==> config.mk <==
export PLATFORM = sky130hd
export DESIGN_NAME = inst_fetch_queue
export DESIGN_NICKNAME = d
export VERILOG_FILES = /design/src/rtl/inst_fetch_queue.sv
export SDC_FILE = /design/constraint.sdc
export NUM_CORES = 1
export LEC_CHECK = 0
export CAP_MARGIN = 20
export CELL_PAD_IN_SITES_DETAIL_PLACEMENT = 1
export CELL_PAD_IN_SITES_GLOBAL_PLACEMENT = 1
export CORE_ASPECT_RATIO = 1.75
export CORE_MARGIN = 2
export CORE_UTILIZATION = 35
export CTS_BUF_LIST = sky130_fd_sc_hd__clkbuf_16
export CTS_CLUSTER_DIAMETER = 200
export DETAILED_ROUTE_END_ITERATION = 6
export GPL_TIMING_DRIVEN = 0
export HOLD_SLACK_MARGIN = 0.05
export PLACE_DENSITY_LB_ADDON = 0.1
export SLEW_MARGIN = 5
export SYNTH_ARGS = -nofsm -noshare
export SYNTH_HDL_FRONTEND = slang
export SYNTH_SLANG_ARGS = --single-unit
==> constraint.sdc <==
create_clock -name Clk -period 2.8 [get_ports Clk]
set_input_delay 0.56 -clock Clk [delete_from_list [all_inputs] [get_ports Clk]]
set_output_delay 0.56 -clock Clk [all_outputs]
set_load 0.005 [all_outputs]
==> src/rtl/inst_fetch_queue.sv <==
// Instruction prefetch FIFO between the PC/ROM fetch stage and decode.
// Buffers {PC, instruction} pairs, raises Hold when full, and drops everything on Flush.
module inst_fetch_queue #(
    parameter int unsigned IW    = 9,
    parameter int unsigned AW    = 10,
    parameter int unsigned DEPTH = 4
) (
    input  logic                       Clk,
    input  logic                       Reset,
    input  logic                       InValid,
    input  logic [AW-1:0]              InPC,
    input  logic [IW-1:0]              InInst,
    input  logic                       Flush,
    input  logic                       OutReady,
    output logic                       OutValid,
    output logic [AW-1:0]              OutPC,
    output logic [IW-1:0]              OutInst,
    output logic                       Hold,
    output logic [$clog2(DEPTH):0]     Count,
    output logic                       DropErr
);

    localparam int unsigned PW = $clog2(DEPTH);
    localparam int unsigned CW = PW + 1;

    logic [AW-1:0] pc_mem   [DEPTH];
    logic [IW-1:0] inst_mem [DEPTH];
    logic [PW-1:0] rd_ptr;
    logic [PW-1:0] wr_ptr;
    logic [CW-1:0] count;
    logic [CW-1:0] count_nxt;
    logic          drop_err;
    logic          push;
    logic          pop;

    // Status and head entry come straight from registered state; no bypass path.
    assign OutValid = (count != '0);
    assign Hold     = (count == CW'(DEPTH));
    assign OutPC    = pc_mem[rd_ptr];
    assign OutInst  = inst_mem[rd_ptr];
    assign Count    = count;
    assign DropErr  = drop_err;

    assign push = InValid & ~Hold & ~Flush;
    assign pop  = OutValid & OutReady;

    // Occupancy update for the non-flush case.
    always_comb begin
        count_nxt = count;
        if (push && !pop) begin
            count_nxt = count + CW'(1);
        end else if (pop && !push) begin
            count_nxt = count - CW'(1);
        end
    end

    // Storage write; contents survive a flush and are only zeroed by reset.
    always_ff @(posedge Clk or negedge Reset) begin
        if (!Reset) begin
            for (int i = 0; i < int'(DEPTH); i++) begin
                pc_mem[i]   <= '0;
                inst_mem[i] <= '0;
            end
        end else if (push) begin
            pc_mem[wr_ptr]   <= InPC;
            inst_mem[wr_ptr] <= InInst;
        end
    end

    // Pointers, occupancy and sticky drop flag; Flush overrides push and pop.
    always_ff @(posedge Clk or negedge Reset) begin
        if (!Reset) begin
            rd_ptr   <= '0;
            wr_ptr   <= '0;
            count    <= '0;
            drop_err <= 1'b0;
        end else begin
            if (Flush) begin
                rd_ptr <= '0;
                wr_ptr <= '0;
                count  <= '0;
            end else begin
                if (push) begin
                    wr_ptr <= wr_ptr + PW'(1);
                end
                if (pop) begin
                    rd_ptr <= rd_ptr + PW'(1);
                end
                count <= count_nxt;
            end
            if (InValid && Hold && !Flush) begin
                drop_err <= 1'b1;
            end
        end
    end

endmodule

; After elaboration in Yosys (flattened, before gate mapping)
; Cells that the tools add are included.
[op_classes]
div = 0
n_reduce_logical = 12
mux = 19
shifts = 0
mul = 0
n_addsub = 4
n_eq_ne = 1
magnitude_cmp = 3
bitwise = 7
[ops]
columns = operator, n
row1 = bitwise mux 40 bit, 1
row2 = bitwise mux 36 bit, 1
row3 = two-way mux 10 bit, 3
row4 = two-way mux 9 bit, 3
row5 = binary-select mux 10 bit (select 2 bit), 1
row6 = demux 10 bit (select 2 bit), 1
row7 = binary-select mux 9 bit (select 2 bit), 1
row8 = demux 9 bit (select 2 bit), 1
row9 = two-way mux 3 bit, 3
row10 = two-way mux 2 bit, 4
row11 = >= comparator 3 bit (second input constant), 2
row12 = inverter 2 -> 3 bit, 2
row13 = nonzero test 3 bit, 2
row14 = logical AND 1 bit, 5
row15 = adder 2 x 1 -> 2 bit (second input constant), 2
row16 = nonzero test 2 bit, 2
row17 = adder 3 x 1 -> 3 bit (second input constant), 1
row18 = bitwise AND 1 bit, 3
row19 = == test 3 bit (second input constant), 1
row20 = logical NOT 1 bit, 3
row21 = < comparator 3 x 1 -> 1 bit (second input constant), 1
row22 = subtractor 3 x 1 -> 3 bit (second input constant), 1
row23 = inverter 1 bit, 2
[totals]
output_inout_bits = 25
word_cells = 58
inputBits = 24
latch_bits = 0
rom_bits = 0
ff_bits = 84
ramBits = 0
mem_count = 0

; Depth between registers and ports, before layout
; Gate-level depths: netlist (run 1).
[depth]
depth_word = 9
depth_mapped = 6
mapped_depth_nobuf = 6

; Worst setup path before layout (run 1)
; No wires, ideal clock.
[synth_timing]
path_type = reg2reg
startpoint = reg count[1], in the netlist Count[1]
endpoint = reg count[2], in the netlist Count[2]
n_path_buf = 0
period_less_slack_ns = 2.211
required_time_ns = 2.727
setup_slack_ns = 0.589
setup_time_ns = 0.073
arrival_time_ns = 2.138
path_stages_with_launch = 7
path_cell_list = dfrtp_1 nor3b_4 nor3_1 fa_1 or4_4 a21o_1 a21oi_2
[synth_between]
elab_chain_cells = 7
word_cells_on_any_way = 16
classes_between = add/sub: 2 / eq/ne: 1 / mux: 3 / bitwise: 4 / reduce/logical: 6
[synth_lines]
columns = element, line
row1 = start: declaration, 30  ; logic [CW-1:0] count;
row2 = start signal: assignment, 89  ; count <= count_nxt;
row3 = == test 3 bit *, 38  ; assign Hold = (count == CW'(DEPTH));
row4 = net Hold, 18  ; output logic Hold,
row5 = inverter 1 bit *, 44  ; assign push = InValid & ~Hold & ~Flush;
row6 = bitwise AND 1 bit * (2 in a row), 44
row7 = logical AND 1 bit or logical NOT 1 bit (tied branches), "50, 52"
row8 = two-way mux 3 bit or logical AND 1 bit (tied branches), "50, 52"
row9 = two-way mux 3 bit or nonzero test 3 bit (tied branches), -
; Mark *: on every way through the listed nets, which the timed path passes. The rest lies on a longest branch. The select of a mux whose other input is x is not followed.
; A chain may end at the register's enable or synchronous reset.

; Worst setup path after layout (run 1)
[layout_timing]
startpoint = reg rd_ptr[1]
endpoint = out OutPC[8]
[layout_between]
elab_chain_cells = 4
[layout_lines]
columns = element, line
row1 = start: declaration, 28  ; logic [PW-1:0] rd_ptr;
row2 = start signal: assignment, 87  ; rd_ptr <= rd_ptr + PW'(1);
row3 = inverter 2 -> 3 bit (implied by the code), 39  ; assign OutPC = pc_mem[rd_ptr];
row4 = binary-select mux 10 bit (select 2 bit), 39
row5 = two-way mux 10 bit (implied by the code) (2 in a row), 39
row6 = end: declaration, 16  ; output logic [AW-1:0] OutPC,
; No other way between the ends. The select of a mux whose other input is x is not followed.

==> results of run 1 <==
-- power by group --
group	total (mW)	switching, mW	internal (mW)
Combinational	1.99	0.647	1.34
Sequential	2.06	0.295	1.77
Clock	1.22	0.455	0.769
-- synth_stat cells, types with 2 or more instances --
cell and instances:
mux2_2 50, buf_2 3, buf_6 4, nand2b_1 2, mux4_2 19, mux2_4 10
ha_1 4, dfrtp_1 84, nand2_4 3, xnor2_1 3, mux2_1 18, nor2_1 8
clkbuf_1 2, inv_1 5
-- state kept, by name, summed over array words and instances (netlist names) --
| signal | count |
|---|---|
| pc_mem | 40 |
| DropErr | 1 |
| Count | 3 |
| wr_ptr | 2 |
| rd_ptr | 2 |
| inst_mem | 36 |
-- metal layers --
layer	up-vias	GRT usage, %	part of all wire [%]
met3	10	3.02	2.9
met2	37	26.4	54
li1	968	-	-
met4	0	5.87	1.9
met5	-	0	0
met1	1145	17.1	41
-- logic make-up after synthesis --
kind of cell / count (synthesis) / share of synthesized area [%]
buf+inv: 15 / 2.44
flops: 84 / 54.7
compound gates: 5 / 1.07
mux: 98 / 35.2
xor+xnor: 4 / 0.912
fa+ha+maj: 5 / 1.82
simple gates: 21 / 3.81
-- stage by stage --
stage,setup TNS (ns),cells,total power [mW],hold WS (ns)
detailed placement,0,411,4.11,0.459
global placement,-167.65,410,4.04,0.454
global route,0,426,5.61,0.155
finish,0,426,5.27,0.142
CTS,0,426,5.36,0.145
floorplan,0,232,3.21,0.264
-- worst max path at each step --
stage,cells after the start,endpoint,slack [ns],start
2_1_floorplan,6,Count[2],0.59,Count[1]
3_3_place_gp,1,DropErr,-2.00,Reset
3_5_place_dp,7,Count[2],0.05,OutReady
4_1_cts,3,OutInst[8],0.06,rd_ptr[0]
5_1_grt,3,OutPC[2],0.008,rd_ptr[1]
6_report,3,OutPC[8],0.09,rd_ptr[1]
-- final cells by class --
type,instances,area [µm²],area share [%]
Buffer,10,77.6,1.61
Clock buffer,9,225,4.67
Tap cell,130,163,3.37
Clock inverter,6,82.6,1.71
Sequential cell,84,2100,43.6
Multi-Input combinational cell,133,1650,34.2
Inverter,5,18.8,0.389
Timing Repair Buffer,49,505,10.5
-- worst register-to-register path: stages, from the launching register on --
cell and delay (ns):
dfrtp_1 0.44, nor3b_4 0.43, nor3_1 0.14, fa_1 0.40, or4_4 0.55, a21o_1 0.20
a21oi_2 0.12
==> flow_summary.toml, run 1 <==
[synthesis]
synth_area_um2 = 3840
synth_edf_count = 0
synth.distinct_cells = 31
synthesis.nets = 261
syn_avg_cell_area_um2 = 16.6
synth-seq-area-share_pct = 54.7
synth_largest_area_cell = "dfrtp_1"
yosysWarningCount = 0
synthCells = 232
synth_seq_cells = 84
ys.flop_type = "dfrtp_1"
async_reset_ff_share_pct = 100
ys_top_cells_by_area = "dfrtp_1, mux2_2, mux4_2"
synth_top_area_share_pct = 54.7

[global_route]
grt_max_degree = 60
grt_overflow = 0
track_usage_pct = 14.7
grt_pass1_vias = 2553
grt_antenna_before_repair = 0
grt_pass1_wl_um = 13400

[worst_setup_path]
r2r_slack_ns = 0.46
worst_setup_path_end_kind = "output port"
crit_arrival_ns = 2.15
cp_max_fo = 10
ff2ff_path_depth = 6
path_cells = "clkbuf_1, mux4_2, clkdlybuf4s50_1"
r2r_end = "Count[2]"
max_stage_delay_ns = 0.57
r2r_start = "Count[1]"
worstSetupPathType = "reg -> out"
startpoint_type = "flop"
crit_buf_inv = 2
crit_family = "buffers and inverters"
worstPathRequired_ns = 2.24
crit_slowest_cell = "clkbuf_1"

[clocking]
clock-sinks = 84
cts_buffers = 9
clk_pin_slew_ns = 0.06
worstSkewPairLatency_ns = 0.33
cts_buffer_depth = 2
hold_buffers = 0
htreeDepth = 3
ctsResizeCount = 0
cts_tree = "built"
root_buffer = "clkbuf_16"
post_cts_buffers = 0

[placed_design]
dpl_cell_area_um2 = 4510
hpwl_um = 5500
pre_cts_slack_ns = 0.0479
place_congestion = 0.721
io_buffers = 48

[outcome]
status = "completed"

[timing]
fmax_mhz = 369
rsz0062_at_grt = "no"
worst_pin_slew_ns = 0.753
finalHoldViolCount = 0
timing.final.crit_share_pct = 96.7
slew_viol_final = 0
period_needed_ns = 2.71
postLayoutSetupSlackWorst_ns = 0.0928
slew_headroom_pct = 49.8
finalClockSkew_ns = 0.00490
finalSetupViolCount = 0

[floorplanning]
die-width_um = 83.2
boundaryPins = 49
start_util_pct = 35.9
core-area_um2 = 10700
die_y_um = 143
rows = 50
dieArea_um2 = 11900

[layout]
diodes = 0
drive_gt1_share_pct = 37.5
final_common_cell = "dfrtp_1"
final_area_um2 = 4820
final_util_pct = 45.1
area_growth_pct = 25.5
fillers = 1061
mostFrequentLayoutCells = "dfrtp_1, mux2_2, clkdlybuf4s50_1, mux4_2, mux2_1"
nets = 321

[drt]
ant_nets = 0
vias_per_cell = 5.07
drt_iter0_markers = 39
wl_per_cell_um = 18.9
drcViolationCount = 0
via_count = 2160
routed_wl_um = 8050
dr.pass1.iters = 3

[power_and_ir_drop]
cellLeakagePower_nw = 2.09
worst_ir_drop_vdd_v = 0.000475
power_density_nw_per_um2 = 1090

[run]
maxCapViolCount = 0

[hold_path]
hold_class = "in -> async"
No activity file was read; power rests on OpenSTA's default activity.
==> run 2, diff against run 1 <==
--- a/config.mk
+++ b/config.mk
@@ -9,7 +9,6 @@
 export CELL_PAD_IN_SITES_DETAIL_PLACEMENT = 1
 export CELL_PAD_IN_SITES_GLOBAL_PLACEMENT = 1
 export CORE_ASPECT_RATIO = 1.75
-export CORE_MARGIN = 2
 export CORE_UTILIZATION = 35
 export CTS_BUF_LIST = sky130_fd_sc_hd__clkbuf_16
 export CTS_CLUSTER_DIAMETER = 200
==> run 2 against run 1 <==
Compared with the run above: maximum frequency rose by 1.7%; register-to-register slack barely moved; combinational power barely moved; critical path depth did not move; wire length fell by 1.6%; largest power group unchanged; clock skew barely moved; clock-buffer cell count did not move.
==> flow_summary.toml, run 2 (synthesis results as in run 1) <==
[outcome]
status = "completed"

[timing]
slew_headroom_pct = 53.9
finalClockSkew_ns = 0.00459
period_needed_ns = 2.66
fmax_mhz = 376
hold_ws_ns = 0.112
timing.final.crit_share_pct = 95.1
rsz0062_at_grt = "no"
finalHoldViolCount = 0
fin_setup_tns_ns = 0
finalSetupViolCount = 0
slew_viol_final = 0
worst_pin_slew_ns = 0.692

[worst_setup_path]
crit_slowest_cell = "mux4_2"
max_stage_delay_ns = 0.56
worstPathRequired_ns = 2.24
path_cells = "buf_2, mux4_2, clkdlybuf4s50_1"
crit_arrival_ns = 2.10
endpoint = "OutPC[0]"
startpoint_type = "flop"
crit_start = "rd_ptr[0]"
worst_setup_path_end_kind = "output port"
worstSetupPathType = "reg -> out"
ff2ff_path_depth = 6
cp_max_fo = 10
r2r_end = "Count[2]"
r2r_start = "Count[1]"
r2r_slack_ns = 0.45

[floorplanning]
core-area_um2 = 10700
die_y_um = 141
start_util_pct = 35.9
die-width_um = 81.2
rows = 50
boundaryPins = 49
dieArea_um2 = 11400

[clocking]
cts_buffer_depth = 2
clock-sinks = 84
root_buffer = "clkbuf_16"
htreeDepth = 3
cts_tree = "built"
worstSkewPairLatency_ns = 0.33
hold_buffers = 0
clk_pin_slew_ns = 0.06
ctsResizeCount = 0
cts_buffers = 9
post_cts_buffers = 0

[drt]
ant_nets = 0
drcViolationCount = 0
via_count = 2193
routed_wl_um = 7930
wl_per_cell_um = 18.6
dr.pass1.iters = 3
vias_per_cell = 5.14
drt_iter0_markers = 76

[power_and_ir_drop]
worst_ir_drop_vdd_v = 0.000413
power_density_nw_per_um2 = 1060
cellLeakagePower_nw = 2.07

[layout]
top_register = "pc_mem"
mostFrequentLayoutCells = "dfrtp_1, mux2_2, clkdlybuf4s50_1, mux4_2, mux2_1"
diodes = 0
drive_gt1_share_pct = 37.7
largest_register_ffs = 40
final_common_cell = "dfrtp_1"
nets = 321
fillers = 1062
area_growth_pct = 24.2
final_area_um2 = 4770

[run]
maxCapViolCount = 0

[placed_design]
io_buffers = 48
hpwl_um = 5310
dpl_cell_area_um2 = 4510
place_congestion = 0.673

[global_route]
grt_pass1_vias = 2508
grt_pass1_wl_um = 13300
track_usage_pct = 16.0
grt_overflow = 0
grt_max_degree = 66
grt_antenna_before_repair = 0

[hold_path]
hold_class = "in -> async"
-- run 2: cell types whose count changed in the layout (fill, tap and decap cells not counted) --
cell and change:
bufinv_16 -2, buf_2 +1, clkbuf_4 -1, inv_1 -1, clkinv_2 +4, clkinvlp_4 -1, clkinv_1 +1
-- run 2: layer usage --
layer  vias up  routed length [µm]  GRT usage [%]
met5         -                   0              0
met4         0                 138           6.77
met3         9                 227           2.98
met2        36                4240           27.1
met1      1180                3320           19.5
li1        968                   -              -
-- run 2: metrics by stage --
step,std cells,setup slack (ns),power (mW),util (%)
after global routing,427,0.0116,5.43,44.6
final,427,0.137,5.07,44.6
after global placement,410,-2.05,4.04,41.9
after CTS,427,0.0678,5.18,44.6
after detailed placement,411,0.0203,4.10,42.2
after floorplan,232,0.589,3.21,-
-- run 2: critical path, delay by kind of cell, from the launching register on --
family / cells / cell delay [ns]
flops: 1 / 0.38
buf+inv: 2 / 0.82
mux: 1 / 0.56
-- run 2: worst min-delay path by stage --
| stage | slack, ns | from | to |
|---|---|---|---|
| floorplan | 0.26 | Reset | Count[0] |
| global placement | 0.46 | DropErr | DropErr |
| detailed placement | 0.47 | Reset | inst_mem[27] |
| CTS | 0.11 | Reset | inst_mem[27] |
| global route | 0.12 | Reset | inst_mem[27] |
| finish | 0.11 | Reset | inst_mem[27] |
-- run 2: layout make-up --
class	instances	area, µm²	area share (%)
flip-flops and latches	84	2100	44.1
clock inverters	7	35.0	0.734
clock buffers	9	225	4.72
well taps	130	163	3.41
multi-input cells	133	1650	34.5
plain buffers	10	75.1	1.57
repair buffers	49	505	10.6
inverters	5	18.8	0.393
-- run 2: power by group --
part	leakage (nW)	switching [mW]	total [mW]	internal, mW
Sequential	1.06	0.293	2.06	1.77
Combinational	0.882	0.635	1.97	1.34
Clock	0.134	0.456	1.04	0.587
Total	2.07	1.38	5.07	3.69
==> run 3, diff against run 2 <==
--- a/config.mk
+++ b/config.mk
@@ -13,7 +13,6 @@
 export CTS_BUF_LIST = sky130_fd_sc_hd__clkbuf_16
 export CTS_CLUSTER_DIAMETER = 200
 export DETAILED_ROUTE_END_ITERATION = 6
-export GPL_TIMING_DRIVEN = 0
 export HOLD_SLACK_MARGIN = 0.05
 export PLACE_DENSITY_LB_ADDON = 0.1
 export SLEW_MARGIN = 5
==> constraint.sdc (replaced) <==
create_clock -name Clk -period 2.36 [get_ports Clk]
set_input_delay 0.472 -clock Clk [delete_from_list [all_inputs] [get_ports Clk]]
set_output_delay 0.472 -clock Clk [all_outputs]
set_load 0.005 [all_outputs]
==> run 3 against run 2 <==
Compared with the run above: cell area rose by 3.7%; cell count grew 1.9%; utilization up 1.7 points; highest routed layer unchanged; die area did not move; largest cell class unchanged; critical path type unchanged; sequential share of layout area fell by 1.6 points; clock-buffer cell count is the same.
==> flow_summary.toml, run 3 (synthesis results as in run 1) <==
[power_and_ir_drop]
cellLeakagePower_nw = 2.19
worst_ir_drop_vdd_v = 0.000528
total_power_mw = 6.37
power_density_nw_per_um2 = 1290

[clocking]
root_buffer = "clkbuf_16"
cts_buffers = 9
worstSkewPairLatency_ns = 0.33
clk_pin_slew_ns = 0.06
clock-sinks = 84
cts_buffer_depth = 2
htreeDepth = 3
cts_tree = "built"
hold_buffers = 0

[floorplanning]
dieArea_um2 = 11400
boundaryPins = 49
die_y_um = 141
core-area_um2 = 10700
rows = 50
start_util_pct = 35.9
die-width_um = 81.2

[placed_design]
io_buffers = 48
pre_cts_slack_ns = -0.134
place_congestion = 0.682
hpwl_um = 5220

[drt]
wl_per_cell_um = 18.7
routed_wl_um = 8150
vias_per_cell = 5.08
via_count = 2210
drt_iter0_markers = 56
ant_nets = 0
dr.pass1.iters = 4
drcViolationCount = 0

[worst_setup_path]
worstSetupPathType = "reg -> out"
r2r_slack_ns = 0.28
r2r_start = "Count[1]"
worstPathRequired_ns = 1.89
crit_slowest_cell = "mux4_2"
cp_max_fo = 6
crit_arrival_ns = 1.81
worst_setup_path_end_kind = "output port"
r2r_end = "Count[2]"
path_cells = "buf_4, buf_16, buf_12, mux4_2, clkdlybuf4s15_1"
ff2ff_path_depth = 6
max_stage_delay_ns = 0.43
startpoint_type = "flop"

[layout]
nets = 329
top_register = "pc_mem"
drive_gt1_share_pct = 40.3
largest_register_ffs = 40
area_growth_pct = 28.8
fillers = 1049
mostFrequentLayoutCells = "dfrtp_1, mux2_2, clkdlybuf4s50_1, mux4_2, mux2_1"
final_common_cell = "dfrtp_1"
final_util_pct = 46.3
diodes = 0

[global_route]
track_usage_pct = 16.5
grt_max_degree = 39
grt_pass1_wl_um = 13600
grt_pass1_vias = 2537
grt_overflow = 0
grt_antenna_before_repair = 0

[timing]
worst_pin_slew_ns = 0.399
finalSetupViolCount = 0
slew_headroom_pct = 73.4
fin_setup_tns_ns = 0
finalHoldViolCount = 0
postLayoutSetupSlackWorst_ns = 0.0818
hold_ws_ns = 0.0625
finalClockSkew_ns = 0.00490
rsz0062_at_grt = "no"
fmax_mhz = 439
timing.final.crit_share_pct = 96.5
period_needed_ns = 2.28
slew_viol_final = 0

[hold_path]
hold_class = "in -> async"

[outcome]
status = "completed"

[run]
maxCapViolCount = 0
-- run 3: cell types whose count changed in the layout (fill, tap and decap cells not counted), sizes merged, moves of 3 or more --
cell | previous run | this run
dlygate4sd2 | 0 | 10
clkinv | 5 | 2
clkdlybuf4s50 | 47 | 28
clkdlybuf4s15 | 0 | 9
buf | 10 | 19
-- run 3: final cells by class --
class | count | area, µm² | share of cell area (%)
Clock inverter | 7 | 83.8 | 1.69
Tap cell | 130 | 163 | 3.29
Multi-Input combinational cell | 133 | 1650 | 33.4
Timing Repair Buffer | 67 | 703 | 14.2
Clock buffer | 9 | 225 | 4.55
Inverter | 5 | 18.8 | 0.379
Sequential cell | 84 | 2100 | 42.5
-- run 3: metal layers --
layer	track usage [%]	wire, µm	vias up
li1	-	-	982
met5	0	0	-
met2	28.2	4400	40
met3	3.17	250	11
met4	7.05	145	0
met1	19.8	3360	1177
-- run 3: through the flow --
step | instance area [µm²] | std cells
after CTS | 4940 | 435
after floorplan | 3840 | 232
after detailed placement | 4540 | 412
after global routing | 4950 | 435
after global placement | 4540 | 412
final | 4950 | 435
-- run 3: what timing repair did --
item                       in CTS  in global routing
setup buffers                   5                  0
setup endpoints to repair      18                  9
gates resized for setup        21                  9
cloned                          2                  0
-- run 3: worst max-delay path, delay by kind of cell (launching register included) --
kind,cells,cell delay [ns]
flip-flops,1,0.42
multiplexers,1,0.43
buffers and inverters,4,0.62
-- run 3: worst max-delay path by stage --
stage,start,endpoint,slack (ns),cells after the start
detailed placement,Flush,Count[2],-0.13,7
floorplan,Count[1],Count[2],0.15,6
global route,rd_ptr[0],OutInst[4],0.02,5
CTS,rd_ptr[0],OutInst[4],0.007,5
finish,rd_ptr[0],OutPC[2],0.08,5
global placement,Flush,Count[2],-0.11,7
-- run 3: power by group --
group	internal, mW	switching (mW)	leakage [nW]
clock network	0.913	0.545	0.155
logic	1.65	0.805	0.977
registers	2.10	0.358	1.06
